===== config.mk =====
export PLATFORM = sky130hd
export DESIGN_NAME = frame_scanout_flat
export DESIGN_NICKNAME = d
export VERILOG_FILES = /design/src/rtl/frame_pkg.sv /design/src/rtl/frame_scanout_if.sv /design/src/rtl/frame_scanout_row_serializer.sv /design/src/rtl/frame_scanout.sv /design/src/flat_wrapper.sv
export SDC_FILE = /design/constraint.sdc
export NUM_CORES = 1
export LEC_CHECK = 0
export CAP_MARGIN = 20
export CORE_ASPECT_RATIO = 2
export CORE_MARGIN = 5
export CORE_UTILIZATION = 30
export DETAILED_ROUTE_END_ITERATION = 8
export PLACE_DENSITY_LB_ADDON = 0.15
export SYNTH_ARGS = -nofsm -noshare
export SYNTH_HDL_FRONTEND = slang
export SYNTH_SLANG_ARGS = --single-unit

===== constraint.sdc =====
create_clock -name clk -period 4.95 [get_ports clk]
set_clock_uncertainty 0.15 [all_clocks]
set_input_delay 0.7425 -clock clk [delete_from_list [all_inputs] [get_ports clk]]
set_output_delay 0.7425 -clock clk [all_outputs]
set_load 0.005 [all_outputs]

===== src/rtl/frame_pkg.sv =====
// frame_pkg: frame geometry, scanout state encodings and row type.
// Shared by the row shader and the scanout engine.
package frame_pkg;

    localparam int ROWS = 96;
    localparam int COLS = 256;
    localparam int AW   = 7;
    localparam int XW   = 8;

    typedef logic [COLS-1:0] row_t;

    typedef enum logic [1:0] {
        F_IDLE,
        F_ADDR,
        F_CAP
    } fetch_state_t;

    typedef enum logic [1:0] {
        S_IDLE,
        S_LOAD,
        S_SHIFT
    } stream_state_t;

    function automatic logic is_last_row(input logic [AW-1:0] y);
        return y == AW'(ROWS - 1);
    endfunction

    function automatic logic is_last_col(input logic [XW-1:0] x);
        return x == XW'(COLS - 1);
    endfunction

endpackage


===== src/rtl/frame_scanout_if.sv =====
// frame_scanout_if: serial pixel stream from scanout to display driver.
// Master drives the beat and its position tags; slave drives pix_ready.
interface frame_scanout_if;
    import frame_pkg::*;

    logic          pix_valid;
    logic          pix_ready;
    logic          pix_data;
    logic [XW-1:0] pix_x;
    logic [AW-1:0] pix_y;
    logic          line_end;
    logic          frame_end;

    modport master (
        output pix_valid,
        output pix_data,
        output pix_x,
        output pix_y,
        output line_end,
        output frame_end,
        input  pix_ready
    );

    modport slave (
        input  pix_valid,
        input  pix_data,
        input  pix_x,
        input  pix_y,
        input  line_end,
        input  frame_end,
        output pix_ready
    );

endinterface


===== src/rtl/frame_scanout_row_serializer.sv =====
// row_serializer: holds the row being shifted out and the column counter.
// Column advances only on an accepted beat, so a stalled beat stays put.
module row_serializer
    import frame_pkg::*;
(
    input  logic          clk,
    input  logic          rst,
    input  logic          clr,
    input  logic          load,
    input  row_t          row_in,
    input  logic          valid,
    input  logic          ready,
    output logic          pix_data,
    output logic [XW-1:0] pix_x,
    output logic          line_end,
    output logic          beat
);

    row_t          row_q, row_d;
    logic [XW-1:0] x_q, x_d;

    always_comb begin
        beat  = valid & ready;
        row_d = load ? row_in : row_q;
        x_d   = x_q;
        if (clr) begin
            x_d = '0;
        end else if (beat) begin
            x_d = is_last_col(x_q) ? '0 : x_q + 1'b1;
        end
    end

    always_ff @(posedge clk) begin
        if (rst) begin
            row_q <= '0;
            x_q   <= '0;
        end else begin
            row_q <= row_d;
            x_q   <= x_d;
        end
    end

    // bit 0 is the leftmost pixel of the row
    assign pix_data = row_q[x_q];
    assign pix_x    = x_q;
    assign line_end = valid & is_last_col(x_q);

endmodule


===== src/rtl/frame_scanout.sv =====
// frame_scanout: streams the frame buffer out one pixel per accepted beat.
// The next row is prefetched into next_buf while the current one shifts.
module frame_scanout
    import frame_pkg::*;
(
    input  logic                   clk,
    input  logic                   rst,
    input  logic                   start,
    output logic                   ready,
    output logic [AW-1:0]          r_addr,
    input  row_t                   r_dout,
    frame_scanout_if.master        pix
);

    fetch_state_t  f_q, f_d;
    stream_state_t s_q, s_d;

    logic [AW-1:0] fetch_row_q, fetch_row_d;
    logic [AW-1:0] r_addr_q, r_addr_d;
    logic [AW-1:0] y_q, y_d;
    row_t          next_buf_q, next_buf_d;
    logic          next_full_q, next_full_d;

    logic          start_acc;
    logic          ld;
    logic          cap;
    logic          beat;
    logic          line_end;
    logic          pix_valid;
    logic          pix_data;
    logic [XW-1:0] pix_x;

    assign pix_valid = (s_q == S_SHIFT);

    always_comb begin
        s_d       = s_q;
        y_d       = y_q;
        ld        = 1'b0;
        start_acc = 1'b0;
        unique case (s_q)
            S_IDLE: begin
                if (start) begin
                    start_acc = 1'b1;
                    y_d       = '0;
                    s_d       = S_LOAD;
                end
            end
            S_LOAD: begin
                if (next_full_q) begin
                    ld  = 1'b1;
                    s_d = S_SHIFT;
                end
            end
            S_SHIFT: begin
                if (beat && line_end) begin
                    if (is_last_row(y_q)) begin
                        s_d = S_IDLE;
                    end else begin
                        y_d = y_q + 1'b1;
                        // swap in the prefetched row with no bubble
                        if (next_full_q) begin
                            ld = 1'b1;
                        end else begin
                            s_d = S_LOAD;
                        end
                    end
                end
            end
            default: s_d = S_IDLE;
        endcase
    end

    always_comb begin
        f_d      = f_q;
        r_addr_d = r_addr_q;
        cap      = 1'b0;
        unique case (f_q)
            F_IDLE: begin
                if (start_acc) begin
                    f_d = F_ADDR;
                end else if (s_q != S_IDLE && !next_full_q
                             && fetch_row_q < AW'(ROWS)) begin
                    f_d = F_ADDR;
                end
            end
            F_ADDR: begin
                r_addr_d = fetch_row_q;
                f_d      = F_CAP;
            end
            F_CAP: begin
                cap = 1'b1;
                f_d = F_IDLE;
            end
            default: f_d = F_IDLE;
        endcase
    end

    always_comb begin
        next_buf_d  = cap ? r_dout : next_buf_q;
        next_full_d = next_full_q;
        if (ld) begin
            next_full_d = 1'b0;
        end
        if (cap) begin
            next_full_d = 1'b1;
        end
        fetch_row_d = fetch_row_q;
        if (start_acc) begin
            fetch_row_d = '0;
        end else if (cap) begin
            fetch_row_d = fetch_row_q + 1'b1;
        end
    end

    always_ff @(posedge clk) begin
        if (rst) begin
            f_q         <= F_IDLE;
            s_q         <= S_IDLE;
            fetch_row_q <= '0;
            r_addr_q    <= '0;
            y_q         <= '0;
            next_buf_q  <= '0;
            next_full_q <= 1'b0;
        end else begin
            f_q         <= f_d;
            s_q         <= s_d;
            fetch_row_q <= fetch_row_d;
            r_addr_q    <= r_addr_d;
            y_q         <= y_d;
            next_buf_q  <= next_buf_d;
            next_full_q <= next_full_d;
        end
    end

    row_serializer u_ser (
        .clk      (clk),
        .rst      (rst),
        .clr      (start_acc),
        .load     (ld),
        .row_in   (next_buf_q),
        .valid    (pix_valid),
        .ready    (pix.pix_ready),
        .pix_data (pix_data),
        .pix_x    (pix_x),
        .line_end (line_end),
        .beat     (beat)
    );

    assign ready         = (s_q == S_IDLE);
    assign r_addr        = r_addr_q;
    assign pix.pix_valid = pix_valid;
    assign pix.pix_data  = pix_data;
    assign pix.pix_x     = pix_x;
    assign pix.pix_y     = y_q;
    assign pix.line_end  = line_end;
    assign pix.frame_end = line_end & is_last_row(y_q);

endmodule

===== src/flat_wrapper.sv =====
// flat-port wrapper written by rule: the top's interface ports become plain ports
module frame_scanout_flat import frame_pkg::*;
  (clk, rst, start, ready, r_addr, r_dout, pix_pix_valid, pix_pix_data, pix_pix_x, pix_pix_y, pix_line_end, pix_frame_end, pix_pix_ready);
  frame_scanout_if pix_i ();
  input  logic clk;
  input  logic rst;
  input  logic start;
  output logic ready;
  output logic [AW-1:0] r_addr;
  input  row_t r_dout;
  output wire logic [$bits(pix_i.pix_valid)-1:0] pix_pix_valid;
  output wire logic [$bits(pix_i.pix_data)-1:0] pix_pix_data;
  output wire logic [$bits(pix_i.pix_x)-1:0] pix_pix_x;
  output wire logic [$bits(pix_i.pix_y)-1:0] pix_pix_y;
  output wire logic [$bits(pix_i.line_end)-1:0] pix_line_end;
  output wire logic [$bits(pix_i.frame_end)-1:0] pix_frame_end;
  input wire logic [$bits(pix_i.pix_ready)-1:0] pix_pix_ready;
  assign pix_pix_valid = pix_i.pix_valid;
  assign pix_pix_data = pix_i.pix_data;
  assign pix_pix_x = pix_i.pix_x;
  assign pix_pix_y = pix_i.pix_y;
  assign pix_line_end = pix_i.line_end;
  assign pix_frame_end = pix_i.frame_end;
  assign pix_i.pix_ready = pix_pix_ready;
  frame_scanout u_core (.clk(clk), .rst(rst), .start(start), .ready(ready), .r_addr(r_addr), .r_dout(r_dout), .pix(pix_i));
endmodule

== After elaboration in Yosys (flattened, before gate mapping) ==
Index checks and enable logic that the tools add are counted.

* $add $sub $neg: 3
* Order comparisons: 2
* Equal/unequal tests: 12
* Muxes and demuxes: 25
* Bitwise gates (word level): 3
* Reductions and logical operators: 12

{| class="wikitable"
|+ Operators by type and width
! operator !! number
|-
| $mux W7 || 3
|-
| $add A7 B1 Y7 const B || 2
|-
| $mux W2 || 7
|-
| $pmux W7 S2 || 1
|-
| $lt A8 B9 Y1 const B || 1
|-
| $mux W1 || 9
|-
| $add A8 B1 Y8 const B || 1
|-
| $bmux W1 S8 || 1
|-
| $eq A8 B8 Y1 const B || 1
|-
| $mux W8 || 1
|-
| $reduce_and A4 Y1 || 2
|-
| $eq A7 B7 Y1 const B || 1
|-
| $lt A7 B7 Y1 const B || 1
|-
| $pmux W2 S3 || 1
|-
| $reduce_bool A2 Y1 || 3
|-
| $eq A2 B1 Y1 const B || 2
|-
| $eq A2 B2 Y1 const B || 2
|-
| $logic_not A2 Y1 || 2
|-
| $ne A2 B1 Y1 const B || 2
|-
| $ne A2 B2 Y1 const B || 2
|-
| $pmux W2 S2 || 1
|-
| $and A1 B1 Y1 || 3
|-
| $logic_and A1 B1 Y1 || 3
|-
| $ne A3 B1 Y1 const B || 1
|-
| other kinds (4) || 4
|}

* Bits in registers: 546
* Input port bits: 260
* Output and inout bits: 27
* Logic and storage cells: 66

== Depth between registers and ports, before layout ==
* Word-level depth: 7
* Depth in mapped cells: 10
* Gate-level depth less buffers: 8

== Modules after synthesis ==
From an unflattened synthesis, not the netlist that was laid out.

* Cell total of the unflattened synthesis: 2,350
* Area, all modules: 21,500.6 um^2

{| class="wikitable"
|+ Modules (own cells, without submodules)
! module !! instances !! cells an instance !! area an instance (um^2) !! seq. area each (um^2)
|-
| row_serializer || 1 || 1,095 || 11,526.1 || 5,285.1
|-
| frame_scanout || 1 || 1,255 || 9,974.6 || 5,645.4
|}

== Least setup slack after synthesis ==
Ideal clock, no wire load.

* Path type: register to output
* Start point: register u_core.u_ser.x_q[0], in the netlist u_core.u_ser.pix_x[0]
* End point: output pix_pix_data
* Arrival: 2.120 ns
* Data required time: 4.058 ns
* Path slack: 1.937 ns
* Cell stages (with the launch flop): 10
* Buffers on the path: 3
* Cell sequence: dfxtp_1 -> buf_4 -> buf_2 -> buf_2 -> mux2_2 -> a222oi_1 -> o211ai_1 -> nand3_1 -> nand4_1 -> o311a_1

* Longest elaborated chain between the ends: 2

{| class="wikitable"
|+ RTL lines
! what !! line !! RTL
|-
| from (decl) || frame_scanout_row_serializer.sv:20 || <nowiki>logic [XW-1:0] x_q, x_d;</nowiki>
|-
| from (signal assigned) || frame_scanout_row_serializer.sv:36 || <nowiki>x_q <= '0;</nowiki>
|-
| from (signal assigned) || frame_scanout_row_serializer.sv:39 || <nowiki>x_q <= x_d;</nowiki>
|-
| $bmux W1 S8 || frame_scanout_row_serializer.sv:44 || <nowiki>assign pix_data = row_q[x_q];</nowiki>
|-
| $mux W1 (not written as such) || frame_scanout_row_serializer.sv:44 ||
|-
| to (decl) || flat_wrapper.sv:12 || <nowiki>output wire logic [$bits(pix_i.pix_data)-1:0] pix_pix_data;</nowiki>
|}

Every way passes these cells. The select of a mux whose other input is x is not followed.

== Worst setup path in the final report ==
Ends and elaborated chain as after synthesis.

==> results.cfg <==
[critical_path]
worstSetupStartpoint = u_core.u_ser.pix_x[0]
r2r_end = u_core.u_ser.row_q[246]
worstPathMaxFanout = 38
crit_type = flop to output port
end_kind = output port
critPathLaunchType = flop
r2r_slack_ns = 1.43
r2r_cells = 9
cp.required_ns = 4.06
r2r_start = u_core.u_ser.pix_x[0]
arrival_ns = 3.77

[global_route]
grt_pass1_vias = 17200
antenna_found_initial = 4
grt_use_total_pct = 16.4
grt_pass1_wl_mm = 101
grt_max_degree = 175
grt_overflow = 0

[floorplan]
start_util_pct = 30.1
die_h_um = 386
die_x_um = 198
io_pins = 287
coreArea_um2 = 70400
row_count = 138
die_area_um2 = 76500

[clock_network]
htreeDepth = 2
path_clk_slew_ns = 0.07
cts_setup_buffers = 0
cts.repair.resized = 0
cts_tree = built
cts_buffers = 52
cts_hold_buf = 0
cts_buffer_depth = 3
clkSinkCount = 546
cts_root_buf = clkbuf_16
clk_latency_ns = 0.59

[yosys]
postSynthAreaPerCell_um2 = 8.16
netlist_area_um2 = 21200
async_flop_share_pct = 0
ys_seq_elements = 546
synth_cell_types = 51
synth_edf_count = 0
synth_fp_nets = 2869
ys.flop_type = dfxtp_1
synth_warnings = 0
netlist_instances = 2601
synth-seq-area-share_pct = 51.5

[detailed_routing]
drtAntennaViolNets = 0
firstDrtPassIters = 5
vias_per_cell = 4.77
wl_per_cell_um = 17.6
dr_total_vias = 17700
finalWirelength_mm = 65.5
drc = 0
drt-initial-drc-count = 1321

[pwr]
peakVddDrop_uv = 310
p_per_area_nw_per_um2 = 385
leakagePower_nw = 8.60

[placed_design]
gp_congestion = 0.777
io_buffers = 286
dpl.hpwl_mm = 43.2
pre_cts_ws_ns = 0.665
dpl.cell_count = 3619

[timing]
tns_ns = 0
rsz0062_at_grt = no
finalMaxSlewViolations = 0
setup_viol_count_final = 0
finalCritPeriodShare_pct = 94.1
hold_viol_final = 0
period_needed_ns = 4.66
whs_ns = 0.290
worstMarginPinSlew_ns = 0.922
worst_slack_ns = 0.290
max_freq_mhz = 215
slew_headroom_pct = 38.5

[final_layout]
final_cells = 3719
layout_commonest_cell = nand2_1
filler_cell_count = 7343
final_net_count = 3032
mostFrequentLayoutCells = nand2_1 (1044), dfxtp_1 (542), a21oi_1 (529)
syn_to_final_growth_pct = 24.8
drive_above_1_share_pct = 7.66

[min_path]
min_path_cells = 2
hold_end = u_core.u_ser.row_q[165]
min_from = u_core.next_buf_q[165]
min_path_type = flop to flop

[outcome]
status = finished clean

[flow_run]
drv_cap = 0
[registers in the layout (all words and copies together), names as in the netlist, 2 cells and up]
name	cells
u_core.f_q	2
u_core.fetch_row_q	7
u_core.next_buf_q	256
u_core.pix.pix_y	7
u_core.r_addr	7
u_core.s_q	2
u_core.u_ser.pix_x	8
u_core.u_ser.row_q	256
[worst max-delay path by stage]
stage                     slack (ns)  cells after the start            to
after floorplan                 1.94                      9  pix_pix_data
after global placement          0.77                      8  pix_pix_data
after detailed placement        0.67                      8  pix_pix_data
after CTS                      0.008                      8  pix_pix_data
after global routing            0.10                      8  pix_pix_data
final                           0.29                      8  pix_pix_data
[routing by layer]
| metal | global-route usage [%] | part of all wire, % | vias up | wire, µm |
|---|---|---|---|---|
| li1 | - | - | 8936 | - |
| met1 | 25.3 | 51 | 8285 | 33100 |
| met2 | 23.2 | 41 | 430 | 27000 |
| met3 | 3.31 | 5.8 | 92 | 3820 |
| met4 | 4.45 | 2.4 | 2 | 1580 |
| met5 | 0 | 0.0092 | - | 6 |
[critical path, stage by stage (launching register included)]
cell,delay (ns)
dfxtp_4,0.72
buf_12,0.31
and3b_1,0.62
a222oi_1,0.22
o211ai_1,0.17
nand2_1,0.07
o21ai_0,0.22
o311a_1,0.28
clkdlybuf4s50_1,0.54
[cell families after synthesis]
family,after synthesis,share of synthesized area [%]
DFF,546,51.5
xor gates and xnor gates,16,0.660
buffers and inverters,211,4.49
adders and majority gates,8,0.472
and+or+nand+nor,1128,20.5
AOI/OAI and AO/OA,580,14.5
muxes,112,7.87
[power by group]
group          total [W]  leakage [nW]  switching [W]  internal (W)
clock network    0.00421         0.902        0.00176       0.00245
logic            0.00119          3.28       0.000720      0.000468
registers        0.00481          4.41       0.000162       0.00464
[cells in the mapped netlist, types with 2 or more instances]
master,n,area (µm²)
buf_2,44,220
and2_1,2,12.5
buf_1,3,11.3
and3b_1,2,17.5
o211ai_1,7,52.6
dfxtp_1,546,10900
clkbuf_1,128,480
nor3_1,3,15.0
o21ai_0,4,20.0
nand2_1,1044,3920
inv_1,8,30.0
mux4_2,39,878
a41oi_1,2,17.5
nor2b_1,4,25.0
and3_1,2,12.5
o22ai_1,2,12.5
a21oi_1,529,2650
or3_1,3,18.8
o311ai_0,2,17.5
buf_4,28,210
ha_1,8,100
nand3_1,10,50.1
mux2i_1,25,250
o22a_1,2,17.5
mux2_2,48,541
nand2b_1,3,18.8
a22oi_1,8,60.1
xor2_1,6,52.6
nor2_1,36,135
nand4_1,8,50.1
o2111ai_1,4,35.0
a222oi_1,9,90.1
nor3b_1,2,15.0
nor4_1,4,25.0
xnor2_1,10,87.6
[stage by stage]
stage	instance area [µm²]	total power [W]	utilization [%]
after floorplan	21200	0.00557	-
after global placement	24700	0.00609	35.0
after detailed placement	24700	0.00611	35.0
after CTS	26500	0.0104	37.6
after global routing	26500	0.0107	37.6
final	26500	0.0102	37.6
[final cells by class]
type                       instances  area, µm²  share of cell area [%]
antenna                            2       5.00                  0.0189
clock buffer                      74       1560                    5.88
clock inverter                    23        256                   0.968
inverter                           8       30.0                   0.113
multi-input combinational       1844       9370                    35.4
sequential                       546      10900                    41.3
tap                              910       1140                    4.30
timing repair buffer             312       3190                    12.0
Note: power is estimated with default switching activity, not from simulation.
